## src/rtl/sseg_arb_pkg.sv

```systemverilog
// Shared types for the seven-segment display arbiter: FSM states, digit
// bundle type and digit geometry.
package sseg_arb_pkg;

  localparam int NUM_DIGITS = 4;
  localparam int DIGIT_W    = 4;

  typedef enum logic {
    IDLE  = 1'b0,
    GRANT = 1'b1
  } sseg_arb_state_e;

  typedef logic [NUM_DIGITS-1:0][DIGIT_W-1:0] sseg_val_t;

  // Element 0 of the bundle is the least significant nibble (digit0).
  function automatic sseg_val_t to_sseg_val(input logic [NUM_DIGITS*DIGIT_W-1:0] raw);
    return sseg_val_t'(raw);
  endfunction

endpackage

```

## src/rtl/sseg_arbiter_rr_pick.sv

```systemverilog
// Combinational round-robin search: first asserted request starting one
// past the previous owner, wrapping around to the previous owner last.
module rr_pick #(
  parameter int NUM_REQ = 3,
  parameter int IDX_W   = (NUM_REQ > 1) ? $clog2(NUM_REQ) : 1
) (
  input  logic [NUM_REQ-1:0] req,
  input  logic [IDX_W-1:0]   last,
  output logic [IDX_W-1:0]   winner,
  output logic               valid
);

  logic [NUM_REQ-1:0][IDX_W-1:0] cand_idx;
  logic [NUM_REQ-1:0]            cand_hit;

  // Candidate gi is the requester gi+1 places after the previous owner.
  for (genvar gi = 0; gi < NUM_REQ; gi++) begin : g_cand
    assign cand_idx[gi] = IDX_W'((int'(last) + gi + 1) % NUM_REQ);
    assign cand_hit[gi] = req[cand_idx[gi]];
  end

  // Walk from the farthest candidate down so the nearest hit wins.
  always_comb begin
    winner = '0;
    valid  = 1'b0;
    for (int k = NUM_REQ - 1; k >= 0; k--) begin
      if (cand_hit[k]) begin
        winner = cand_idx[k];
        valid  = 1'b1;
      end
    end
  end

endmodule

```

## src/rtl/sseg_arbiter.sv

```systemverilog
// Round-robin sharing of the 4-digit seven-segment display between requesters.
// Optional SSEG_ARB_OWNER_EN: digit3 shows the owner index instead of req_data[15:12].
module sseg_arbiter
  import sseg_arb_pkg::*;
#(
  parameter int NUM_REQ    = 3,
  parameter int HOLD_TICKS = 4
) (
  input  logic                      clk,
  input  logic                      rst,
  input  logic                      tick,
  input  logic [NUM_REQ-1:0]        req,
  input  logic [NUM_REQ-1:0][15:0]  req_data,
  output logic [NUM_REQ-1:0]        gnt,
  output logic                      busy,
  output logic [3:0]                digit0,
  output logic [3:0]                digit1,
  output logic [3:0]                digit2,
  output logic [3:0]                digit3
);

  localparam int IDX_W = (NUM_REQ > 1) ? $clog2(NUM_REQ) : 1;
  localparam int CNT_W = $clog2(HOLD_TICKS + 1);
  localparam logic [CNT_W-1:0]   HOLD_MAX = CNT_W'(HOLD_TICKS);
  localparam logic [NUM_REQ-1:0] GNT_ONE  = NUM_REQ'(1);
  localparam logic [IDX_W-1:0]   LAST_RST = IDX_W'(NUM_REQ - 1);

  sseg_arb_state_e     state_reg, state_next;
  logic [NUM_REQ-1:0]  gnt_reg, gnt_next;
  logic                busy_reg, busy_next;
  logic [IDX_W-1:0]    last_reg, last_next;
  logic [CNT_W-1:0]    cnt_reg, cnt_next;
  sseg_val_t           digits_reg, digits_next;

  logic [IDX_W-1:0]    pick_idx;
  logic                pick_valid;
  logic                rival;
  logic                hold_done;
  sseg_val_t           win_val;
  sseg_val_t           own_val;

  rr_pick #(
    .NUM_REQ (NUM_REQ),
    .IDX_W   (IDX_W)
  ) u_rr_pick (
    .req    (req),
    .last   (last_reg),
    .winner (pick_idx),
    .valid  (pick_valid)
  );

  // last_reg is the current owner while granted, so the search finds it only
  // after every other requester; a different winner means someone is waiting.
  assign rival     = pick_valid && (pick_idx != last_reg);
  assign hold_done = (cnt_reg == HOLD_MAX);

  always_comb begin
    win_val = to_sseg_val(req_data[pick_idx]);
    own_val = to_sseg_val(req_data[last_reg]);
`ifdef SSEG_ARB_OWNER_EN
    win_val[NUM_DIGITS-1] = DIGIT_W'(pick_idx);
    own_val[NUM_DIGITS-1] = DIGIT_W'(last_reg);
`endif
  end

  always_ff @(posedge clk) begin
    if (rst) begin
      state_reg  <= IDLE;
      gnt_reg    <= '0;
      busy_reg   <= 1'b0;
      last_reg   <= LAST_RST;
      cnt_reg    <= '0;
      digits_reg <= '0;
    end else begin
      state_reg  <= state_next;
      gnt_reg    <= gnt_next;
      busy_reg   <= busy_next;
      last_reg   <= last_next;
      cnt_reg    <= cnt_next;
      digits_reg <= digits_next;
    end
  end

  always_comb begin
    state_next  = state_reg;
    gnt_next    = gnt_reg;
    last_next   = last_reg;
    cnt_next    = cnt_reg;
    digits_next = digits_reg;

    case (state_reg)
      IDLE: begin
        if (pick_valid) begin
          state_next  = GRANT;
          gnt_next    = GNT_ONE << pick_idx;
          last_next   = pick_idx;
          cnt_next    = '0;
          digits_next = win_val;
        end
      end
      GRANT: begin
        // An owner drop beats a rotation tick; the waiting requester is
        // picked up from IDLE on the following edge.
        if (!req[last_reg]) begin
          state_next = IDLE;
          gnt_next   = '0;
        end else if (tick) begin
          if (hold_done && rival) begin
            gnt_next    = GNT_ONE << pick_idx;
            last_next   = pick_idx;
            cnt_next    = '0;
            digits_next = win_val;
          end else begin
            digits_next = own_val;
            if (!hold_done) begin
              cnt_next = cnt_reg + CNT_W'(1);
            end
          end
        end
      end
      default: begin
        state_next = IDLE;
        gnt_next   = '0;
      end
    endcase

    busy_next = |gnt_next;
  end

  assign gnt    = gnt_reg;
  assign busy   = busy_reg;
  assign digit0 = digits_reg[0];
  assign digit1 = digits_reg[1];
  assign digit2 = digits_reg[2];
  assign digit3 = digits_reg[3];

endmodule

```

## config.mk

```make
export PLATFORM = sky130hd
export DESIGN_NAME = sseg_arbiter
export DESIGN_NICKNAME = d
export VERILOG_FILES = /design/src/rtl/sseg_arb_pkg.sv /design/src/rtl/sseg_arbiter_rr_pick.sv /design/src/rtl/sseg_arbiter.sv
export SDC_FILE = /design/constraint.sdc
export NUM_CORES = 1
export LEC_CHECK = 0
export ABC_CLOCK_PERIOD_IN_PS = 7700
export CAP_MARGIN = 20
export CORE_MARGIN = 5
export CORE_UTILIZATION = 50
export DETAILED_ROUTE_END_ITERATION = 10
export PLACE_DENSITY_LB_ADDON = 0.1
export SLEW_MARGIN = 15
export SYNTH_ARGS = -nofsm -noshare
export SYNTH_HDL_FRONTEND = slang
export SYNTH_SLANG_ARGS = --single-unit
```

## constraint.sdc

```tcl
create_clock -name clk -period 7.7 [get_ports clk]
set_input_delay 1.155 -clock clk [delete_from_list [all_inputs] [get_ports clk]]
set_output_delay 1.155 -clock clk [all_outputs]
set_load 0.02 [all_outputs]
```

Yosys cells after proc, flatten, opt, wreduce, memory -nomap -nowiden
Index checks and enable logic that the tools add are counted.

$add $sub $neg: 5. Multipliers: 0. Div/mod/pow operators: 3. $lt $le $gt $ge: 5. Equality and inequality tests: 7. Shift operators: 1. Mux-type cells: 42. Bitwise logic cells: 1. Reductions and logical operators: 6.

Operators with widths (number): $mod A32 B3 Y32 const B (3); $mux W16 (6); $add A32 B2 Y32 const B (2); $bmux W16 S2 (2); $pmux W16 S2 (1); $mux W3 (9); $lt A2 B3 Y1 const B (5); $mux W2 (7); $pmux W3 S2 (2); $mux W1 (9); $bmux W1 S2 (4); $reduce_and A4 Y1 (2); $ne A2 B1 Y1 const B (2); $ne A2 B2 Y1 const B (2); $pmux W2 S2 (1); $add A2 B1 Y3 const B (1); $add A2 B2 Y3 const B (1); $add A3 B1 Y3 const B (1); $eq A3 B3 Y1 const B (1); $ne A3 B2 Y1 const B (1); $reduce_and A3 Y1 (1); $reduce_or A3 Y1 (1); $shl A1 B2 Y3 const A (1); $logic_and A1 B1 Y1 (2); other kinds (3) (3).

Flip-flop bits (word level): 26. Latch bits: 0. Memory bits (writable): 0. Memory bits (read-only): 0. Input port bits: 54. Output and inout port bits: 20. Logic and storage cells: 79. Memories kept: 0.

Longest topological paths before layout
Gate-level depths: netlist of the first run.

Word-level depth: 16. Mapped depth: 13. Depth with buffers taken out: 9.

Modules after synthesis
From an unflattened synthesis of the first run, not the netlist that was laid out.

Cell total of the unflattened synthesis: 249. Area, all modules: 2163.3 um2.

Modules (own cells, without submodules): sseg_arbiter (times used 1, cells an instance 222, area each 1971.9 um2, seq. area each 520.5 um2); rr_pick (times used 1, cells an instance 27, area each 191.4 um2, seq. area each 0.0 um2).

Worst setup path after synthesis of the first run
OpenSTA, ideal clock, no wires.

Kind: reg-to-reg. Start point: register last_reg[1]. End point: register digits_reg, in the netlist digit2[1]. Arrival time: 2776 ps. Setup slack: 4845 ps. Cell stages (with the launch flop): 13. Path buffers: 3. Period minus slack after synthesis: 2855 ps. Cells stage by stage: dfxtp_1 clkbuf_1 inv_1 ha_1 buf_2 mux2i_1 nor2_2 o311a_4 xnor2_4 a31oi_2 buf_2 nand3_1 o211ai_1.

Cells in the longest elaborated chain, start to end: 15. Elaborated cells on any way between the ends: 36. Classes of those cells: add/sub: 4; div: 3; eq/ne: 3; mux: 23; reduce/logical: 3.

RTL lines: from (decl) (line sseg_arbiter.sv:31) `logic [IDX_W-1:0] last_reg, last_next;`; from (signal assigned) (line sseg_arbiter.sv:78) `last_reg <= last_next;`; $add A2 B2 Y3 (line sseg_arbiter_rr_pick.sv:18) `assign cand_idx[gi] = IDX_W'((int'(last) + gi + 1) % NUM_REQ);`; $add A32 B2 Y32 (line sseg_arbiter_rr_pick.sv:18); $mod A32 B3 Y32 (line sseg_arbiter_rr_pick.sv:18); $bmux W1 S2 (line sseg_arbiter_rr_pick.sv:19) `assign cand_hit[gi] = req[cand_idx[gi]];`; $mux W1 (not written as such) (line sseg_arbiter_rr_pick.sv:19); $mux W2 (3 in a row) (line sseg_arbiter_rr_pick.sv:27) `if (cand_hit[k]) begin`; $ne A2 B2 Y1 (line sseg_arbiter.sv:54) `assign rival = pick_valid && (pick_idx != last_reg);`; $logic_and A1 B1 Y1 (line sseg_arbiter.sv:54); $logic_and A1 B1 Y1 (line sseg_arbiter.sv:108) `if (hold_done && rival) begin`; $mux W16 (line sseg_arbiter.sv:108); $mux W16 (line sseg_arbiter.sv:107) `end else if (tick) begin`; $mux W16 (line sseg_arbiter.sv:104) `if (!req[last_reg]) begin`; $pmux W16 S2 (line sseg_arbiter.sv:91) `case (state_reg)`; to (signal assigned) (line sseg_arbiter.sv:80) `digits_reg <= digits_next;`; to (decl) (line sseg_arbiter.sv:33) `sseg_val_t digits_reg, digits_next;`.

Parallel ways exist; a longest one is shown, timed or not. The select of a mux whose other input is x is not followed. A chain may end at the register's enable or synchronous reset.

Final worst setup path of the first run
Same ends and word-level chain as after synthesis.

==> flow_metrics.tcl, run 1 <==
set metrics [dict create \
    tritoncts "built" \
    dr_vias 2302 \
    placementRows 24 \
    leading_cell_types_by_total_area_after_synthesis "dfxtp_1, mux2i_1, o2bb2ai_1" \
    worstReg2RegEnd "digit2[1]" \
    total_cts_buffers 3 \
    place_congestion 0.869 \
    crit_type "flip-flop to flip-flop" \
    cts_resized 0 \
    drc 0 \
    yosys_warnings 0 \
    synth_enable_flop_cells 0 \
    drv_cap 0 \
    whs_path_depth 2 \
    via_per_inst 5.93 \
    layout_cell_share_with_drive_strength_beyond_1_pct 9.23 \
    gr-usage-all-layers_pct 20.5 \
    die_h_um 77.8 \
    synth_top_cell_by_area "dfxtp_1" \
    synth_commonest_cells "mux2i_1, dfxtp_1, a21oi_1, nor2_1, nand2_1" \
    final.setup_skew_ns 0.00361 \
    cp-start-kind "flip-flop" \
    synth.yosys.seq_area_share_pct 22.7 \
    report.final.slew_viol_count 0 \
    regToRegSetupSlack_ns 3.90 \
    ctsLongestPathBuffers 2 \
    timing.final.setup_violations 0 \
    fmaxAchievable_mhz 263 \
    gr-total-overflow 0 \
    vias_in_the_first_global_route 2256 \
    async_set_or_reset_flop_fraction_in_the_synthesized_netlist_pct 0 \
    ant_nets 0 \
    n_diodes 0 \
    worst_ep_arrival_time_ns 4.00 \
    min-delay-path-class "flip-flop to flip-flop" \
    synth_flop_cell "dfxtp_1" \
    finish.net_count 397 \
    min_period_over_period_pct 49.4 \
    setup_tns_ns 0 \
    postCtsHoldBufs 0 \
    io_buffers 73 \
    drt_first_iter_violations 87 \
    netlist.area_leader.share_pct 22.7 \
    rr_worst_depth 8 \
    finalCriticalPeriod_ns 3.80 \
    syn-instance-count 278 \
    timing.hold.ws_ns 0.470 \
    io_pins 74 \
    placeableCoreArea_um2 4410 \
    pwr_density_cell_nw_per_um2 387 \
    drt_pre_antenna_iters 4 \
    hold_path_end "digit1[2]" \
    clock_pin_slew_worst_setup_and_hold_paths_ns 0.10 \
    grt_setup_unrepaired "no" \
    worstHoldStart "digit1[2]" \
    placed_area_um2 3010 \
    ir_drop_worst_vdd_v 0.000200 \
    cell_chain_critical_path "ha_1 > mux2i_1 > o211ai_2 > o311a_4 > xnor2_4 > a31oi_2 > nand3_1 > o211ai_1" \
    result_of_the_run "completed" \
    finalHoldViolCount 0 \
    worst_ep_required_time_ns 7.89 \
    hpwl_mm 4.56 \
    endpoint_kind "flip-flop" \
    synthesis.area_per_instance_um2 8.26 \
    wl_per_cell_um 16.4 \
    most_common_cell_in_the_netlist "mux2i_1" \
    grt_start_max_net_pins 23 \
    grt_pass1_wl_mm 10.5 \
    crit_path_top_delay_cell "dfxtp_1" \
    antenna_found_initial 0 \
    maxSlewHeadroom_pct 35.4 \
    synth_cell_types 48 \
    die_x_um 77.8 \
    power_total_mw 1.18 \
    cts.sinks 26 \
    tightest_slew_ns 0.967 \
    areaGrowthSynthToFinish_pct 33.3 \
    postCtsSetupBuffers 0 \
    cpPeakStageDelay_ns 0.97 \
    htreeDepth 1 \
    postSynthRegisterBits 26 \
    root_buffer "clkbuf_8" \
    dieArea_um2 6050 \
    insertion_delay_ns 0.27 \
    initial_core_util_pct 52.0 \
    synth.net_count 338 \
    worstPathMaxFanout 22 \
    post_synth_instance_area_um2 2300 \
    leakage_nw 1.08 \
    route.final.wire_length_mm 6.36 \
    design_area_um2 3060 \
    reg2reg_from "last_reg[1]" \
]
==> per-stage QoR <==
stage	util, %	instances	setup WS, ns
6_report	69.4	388	3.90
5_1_grt	69.4	388	3.49
4_1_cts	69.4	388	3.89
3_5_place_dp	68.1	384	3.67
3_3_place_gp	68.1	384	3.75
2_1_floorplan	-	278	4.84
==> kinds of logic after synthesis <==
kind of cell	Yosys count	synth area share, %
muxes	38	16.6
DFF	26	22.7
AOI/OAI and AO/OA	94	32.2
buffers and inverters	30	6.05
xor gates and xnor gates	2	1.58
and+or+nand+nor	82	17.6
adders and majority gates	6	3.27
==> power breakdown <==
part	internal (mW)	switching, mW	total (mW)
clock network	0.0458	0.0451	0.0909
logic	0.372	0.504	0.876
registers	0.175	0.0429	0.218
total	0.592	0.592	1.18
==> worst max-delay path by stage <==
| stage | from | slack, ns | cells after the start | end |
|---|---|---|---|---|
| floorplan | last_reg[1] | 4.84 | 12 | digit2[1] |
| global placement | req[2] | 3.75 | 9 | digit1[2] |
| detailed placement | req[2] | 3.67 | 9 | digit1[2] |
| CTS | last_reg[1] | 3.89 | 8 | digit2[1] |
| global route | last_reg[1] | 3.49 | 9 | digit2[1] |
| finish | last_reg[1] | 3.90 | 8 | digit2[1] |
==> routing by layer <==
layer	up-vias	GRT usage, %	wire (um)
li1	1161	-	-
met1	1062	26.8	2840
met2	73	34.9	3020
met3	6	4.17	449
met4	0	3.95	46
met5	-	0	0
==> placed cells by master, fill, tap and decap left out, types with 3 or more instances in the layout <==
cell type | Yosys | final
o21ai_0 | 10 | 10
nor2_1 | 21 | 21
nand2_1 | 20 | 20
nor3_1 | 3 | 3
o211ai_2 | 10 | 10
o21a_1 | 3 | 3
dfxtp_1 | 26 | 26
ha_1 | 6 | 6
a211oi_1 | 7 | 7
nand3_1 | 16 | 16
clkbuf_8 | 0 | 4
mux2i_1 | 38 | 38
clkdlybuf4s50_1 | 0 | 73
buf_4 | 0 | 3
nor2_2 | 3 | 3
a21oi_1 | 21 | 21
o211ai_1 | 7 | 7
o2bb2ai_1 | 17 | 17
inv_1 | 8 | 8
nor2b_1 | 3 | 3
nand3b_1 | 5 | 5
==> layout make-up <==
| type | count | area, um^2 |
|---|---|---|
| timing repair buffer | 76 | 753 |
| fill | 380 | 1350 |
| multi-input combinational | 222 | 1640 |
| inverter | 8 | 30.0 |
| tap | 52 | 65.1 |
| sequential | 26 | 520 |
| clock buffer | 4 | 55.1 |
==> critical path, delay by kind of cell (launching register included) <==
kind | cells | cell delay, ns
AOI/OAI and AO/OA | 4 | 1.54
xor gates and xnor gates | 1 | 0.20
adders and majority gates | 1 | 0.50
DFF | 1 | 0.97
muxes | 1 | 0.32
and+or+nand+nor | 1 | 0.18
Power figures use the tool's default switching activity.
==> run 2, diff against run 1 <==
--- a/config.mk
+++ b/config.mk
@@ -5,10 +5,10 @@
 export SDC_FILE = /design/constraint.sdc
 export NUM_CORES = 1
 export LEC_CHECK = 0
-export ABC_CLOCK_PERIOD_IN_PS = 7700
+export ABC_CLOCK_PERIOD_IN_PS = 3140
 export CAP_MARGIN = 20
 export CORE_MARGIN = 5
-export CORE_UTILIZATION = 50
+export CORE_UTILIZATION = 42
 export DETAILED_ROUTE_END_ITERATION = 10
 export PLACE_DENSITY_LB_ADDON = 0.1
 export SLEW_MARGIN = 15
==> constraint.sdc (replaced) <==
create_clock -name clk -period 3.14 [get_ports clk]
set_input_delay 0.471 -clock clk [delete_from_list [all_inputs] [get_ports clk]]
set_output_delay 0.471 -clock clk [all_outputs]
set_load 0.02 [all_outputs]
==> flow_metrics.tcl, run 2 (synthesized netlist as in run 1, its figures left out) <==
set metrics [dict create \
    pwr-share-comb_pct 74.5 \
    root_buffer "clkbuf_8" \
    drt_first_iter_violations 106 \
    grt_pass1_wl_mm 10.7 \
    crit_path_top_delay_cell "a31oi_2" \
    final.setup_skew_ns 0.00533 \
    vias_in_the_first_global_route 2292 \
    crit_type "flip-flop to flip-flop" \
    rr_worst_depth 9 \
    htreeDepth 1 \
    pwr_density_cell_nw_per_um2 966 \
    power.switching_mw 1.48 \
    maxSlewHeadroom_pct 44.6 \
    final_core_utilization_pct 58.5 \
    critical_path.startpoint "last_reg[0]" \
    dieArea_um2 7050 \
    io_pins 74 \
    finish.net_count 405 \
    report.final.slew_viol_count 0 \
    tritoncts "built" \
    cell_chain_critical_path "inv_1 > ha_1 > nand3b_1 > o211ai_2 > o311a_4 > xnor2_4 > a31oi_2 > nand3_1 > o211ai_2" \
    final_cell_mix "clkdlybuf4s50_1, mux2i_1, dfxtp_1" \
    layout.cells.most_common "clkdlybuf4s50_1" \
    min-delay-path-class "flip-flop to flip-flop" \
    grt_start_max_net_pins 21 \
    placed_cells 412 \
    placementRows 27 \
    postCtsHoldBufs 0 \
    timing.final.setup_violations 0 \
    gr-total-overflow 0 \
    dr_vias 2360 \
    drv_cap 0 \
    initial_core_util_pct 42.5 \
    critical_path.endpoint "digit3[1]" \
    ant_nets 0 \
    worstPathMaxFanout 16 \
    insertion_delay_ns 0.27 \
    die_x_um 84.0 \
    drt_pre_antenna_iters 4 \
    ctsLongestPathBuffers 2 \
    hpwl_mm 4.81 \
    cp-start-kind "flip-flop" \
    finalCriticalPeriod_ns 2.92 \
    endpoint_kind "flip-flop" \
    leakage_nw 1.13 \
    internal_power_mw 1.58 \
    clock_pin_slew_worst_setup_and_hold_paths_ns 0.09 \
    cpPeakStageDelay_ns 0.71 \
    cts.sinks 26 \
    worstReg2RegEnd "digit3[1]" \
    die_h_um 84.0 \
    setup_tns_ns 0 \
    path_buf_inv 1 \
    worst_ep_required_time_ns 3.34 \
    grt_setup_unrepaired "no" \
    drc 0 \
    multiInputGateArea_um2 1640 \
    seq_area_um2 520 \
    critPathMostFrequentCell "o211ai_2" \
    finish.cell_count_without_fillers 416 \
    regToRegSetupSlack_ns 0.22 \
    power.share.switching_pct 48.4 \
    reg2reg_from "last_reg[0]" \
    route.final.wire_length_mm 6.56 \
    number_of_logic_stages_on_the_critical_path_including_buffering 9 \
    place_congestion 0.886 \
    result_of_the_run "completed" \
    clock_power_share_pct 9.2 \
    areaGrowthSynthToFinish_pct 37.7 \
    n_diodes 0 \
    cts_resized 0 \
    tightest_slew_ns 0.829 \
    seq_power_share_pct 16.3 \
    via_per_inst 5.67 \
    critPathTopFamily "compound AO/OA/AOI/OAI gates" \
    worst_ep_arrival_time_ns 3.13 \
    fmaxAchievable_mhz 342 \
    gr-usage-all-layers_pct 18.2 \
    postCtsSetupBuffers 0 \
    finalHoldViolCount 0 \
    min_period_over_period_pct 93.1 \
    ir_drop_worst_vdd_v 0.000461 \
    antenna_found_initial 0 \
    io_buffers 73 \
    layout_cell_share_with_drive_strength_beyond_1_pct 11.3 \
    placeableCoreArea_um2 5410 \
    total_cts_buffers 3 \
    fill_cells 505 \
    wl_per_cell_um 15.8 \
]
## run 2: cell count changes in the layout (fill, tap and decap cells not counted), sizes merged
cell / change
bufinv: +1
clkbuf: -1
buf: +8
## run 2: power by group through the flow
stage                     combinational [mW]  sequential (mW)  clock [mW]
after global routing                    2.48            0.513       0.301
after detailed placement                2.27            0.505           0
after floorplan                         1.63            0.565           0
final                                   2.28            0.499       0.280
after global placement                  2.27            0.507           0
after CTS                               2.28            0.500       0.285
## run 2: cell type report
cell class | instances | area share [%]
tap | 72 | 2.85
multi-input combinational | 222 | 51.8
clock buffer | 3 | 1.31
clock inverter | 1 | 0.949
sequential | 26 | 16.5
inverter | 8 | 0.949
timing repair buffer | 84 | 25.7
## run 2: routing by layer
layer,vias to the layer above,track usage [%],wire length (um)
li1,1179,-,-
met3,10,3.16,367
met4,0,4.97,79
met1,1100,25.2,3110
met2,71,28.9,3000
met5,-,0,0
## run 2: worst min path at each step
| stage | slack [ns] | startpoint | endpoint | depth (start not counted) |
|---|---|---|---|---|
| floorplan | 0.47 | cnt_reg[1] | cnt_reg[1] | 2 |
| global placement | 0.45 | digit0[0] | digit0[0] | 2 |
| detailed placement | 0.45 | digit3[0] | digit3[0] | 2 |
| CTS | 0.47 | digit3[0] | digit3[0] | 2 |
| global route | 0.50 | digit2[1] | digit2[1] | 2 |
| finish | 0.47 | digit3[0] | digit3[0] | 2 |
## run 2: per-stage QoR
| step | setup WS [ns] | hold slack (ns) | total power [mW] | cell area [um^2] |
|---|---|---|---|---|
| 6_report | 0.216 | 0.473 | 3.06 | 3160 |
| 5_1_grt | 0.000342 | 0.505 | 3.29 | 3160 |
| 4_1_cts | 0.220 | 0.473 | 3.07 | 3160 |
| 3_5_place_dp | 0.0694 | 0.450 | 2.78 | 3090 |
| 3_3_place_gp | 0.116 | 0.445 | 2.77 | 3090 |
| 2_1_floorplan | 0.285 | 0.467 | 2.19 | 2300 |
## run 2: tightest hold or removal path: stages, from the launching register on
cell and delay [ns]:
dfxtp_1 0.34, nand2_1 0.06, o211ai_2 0.05
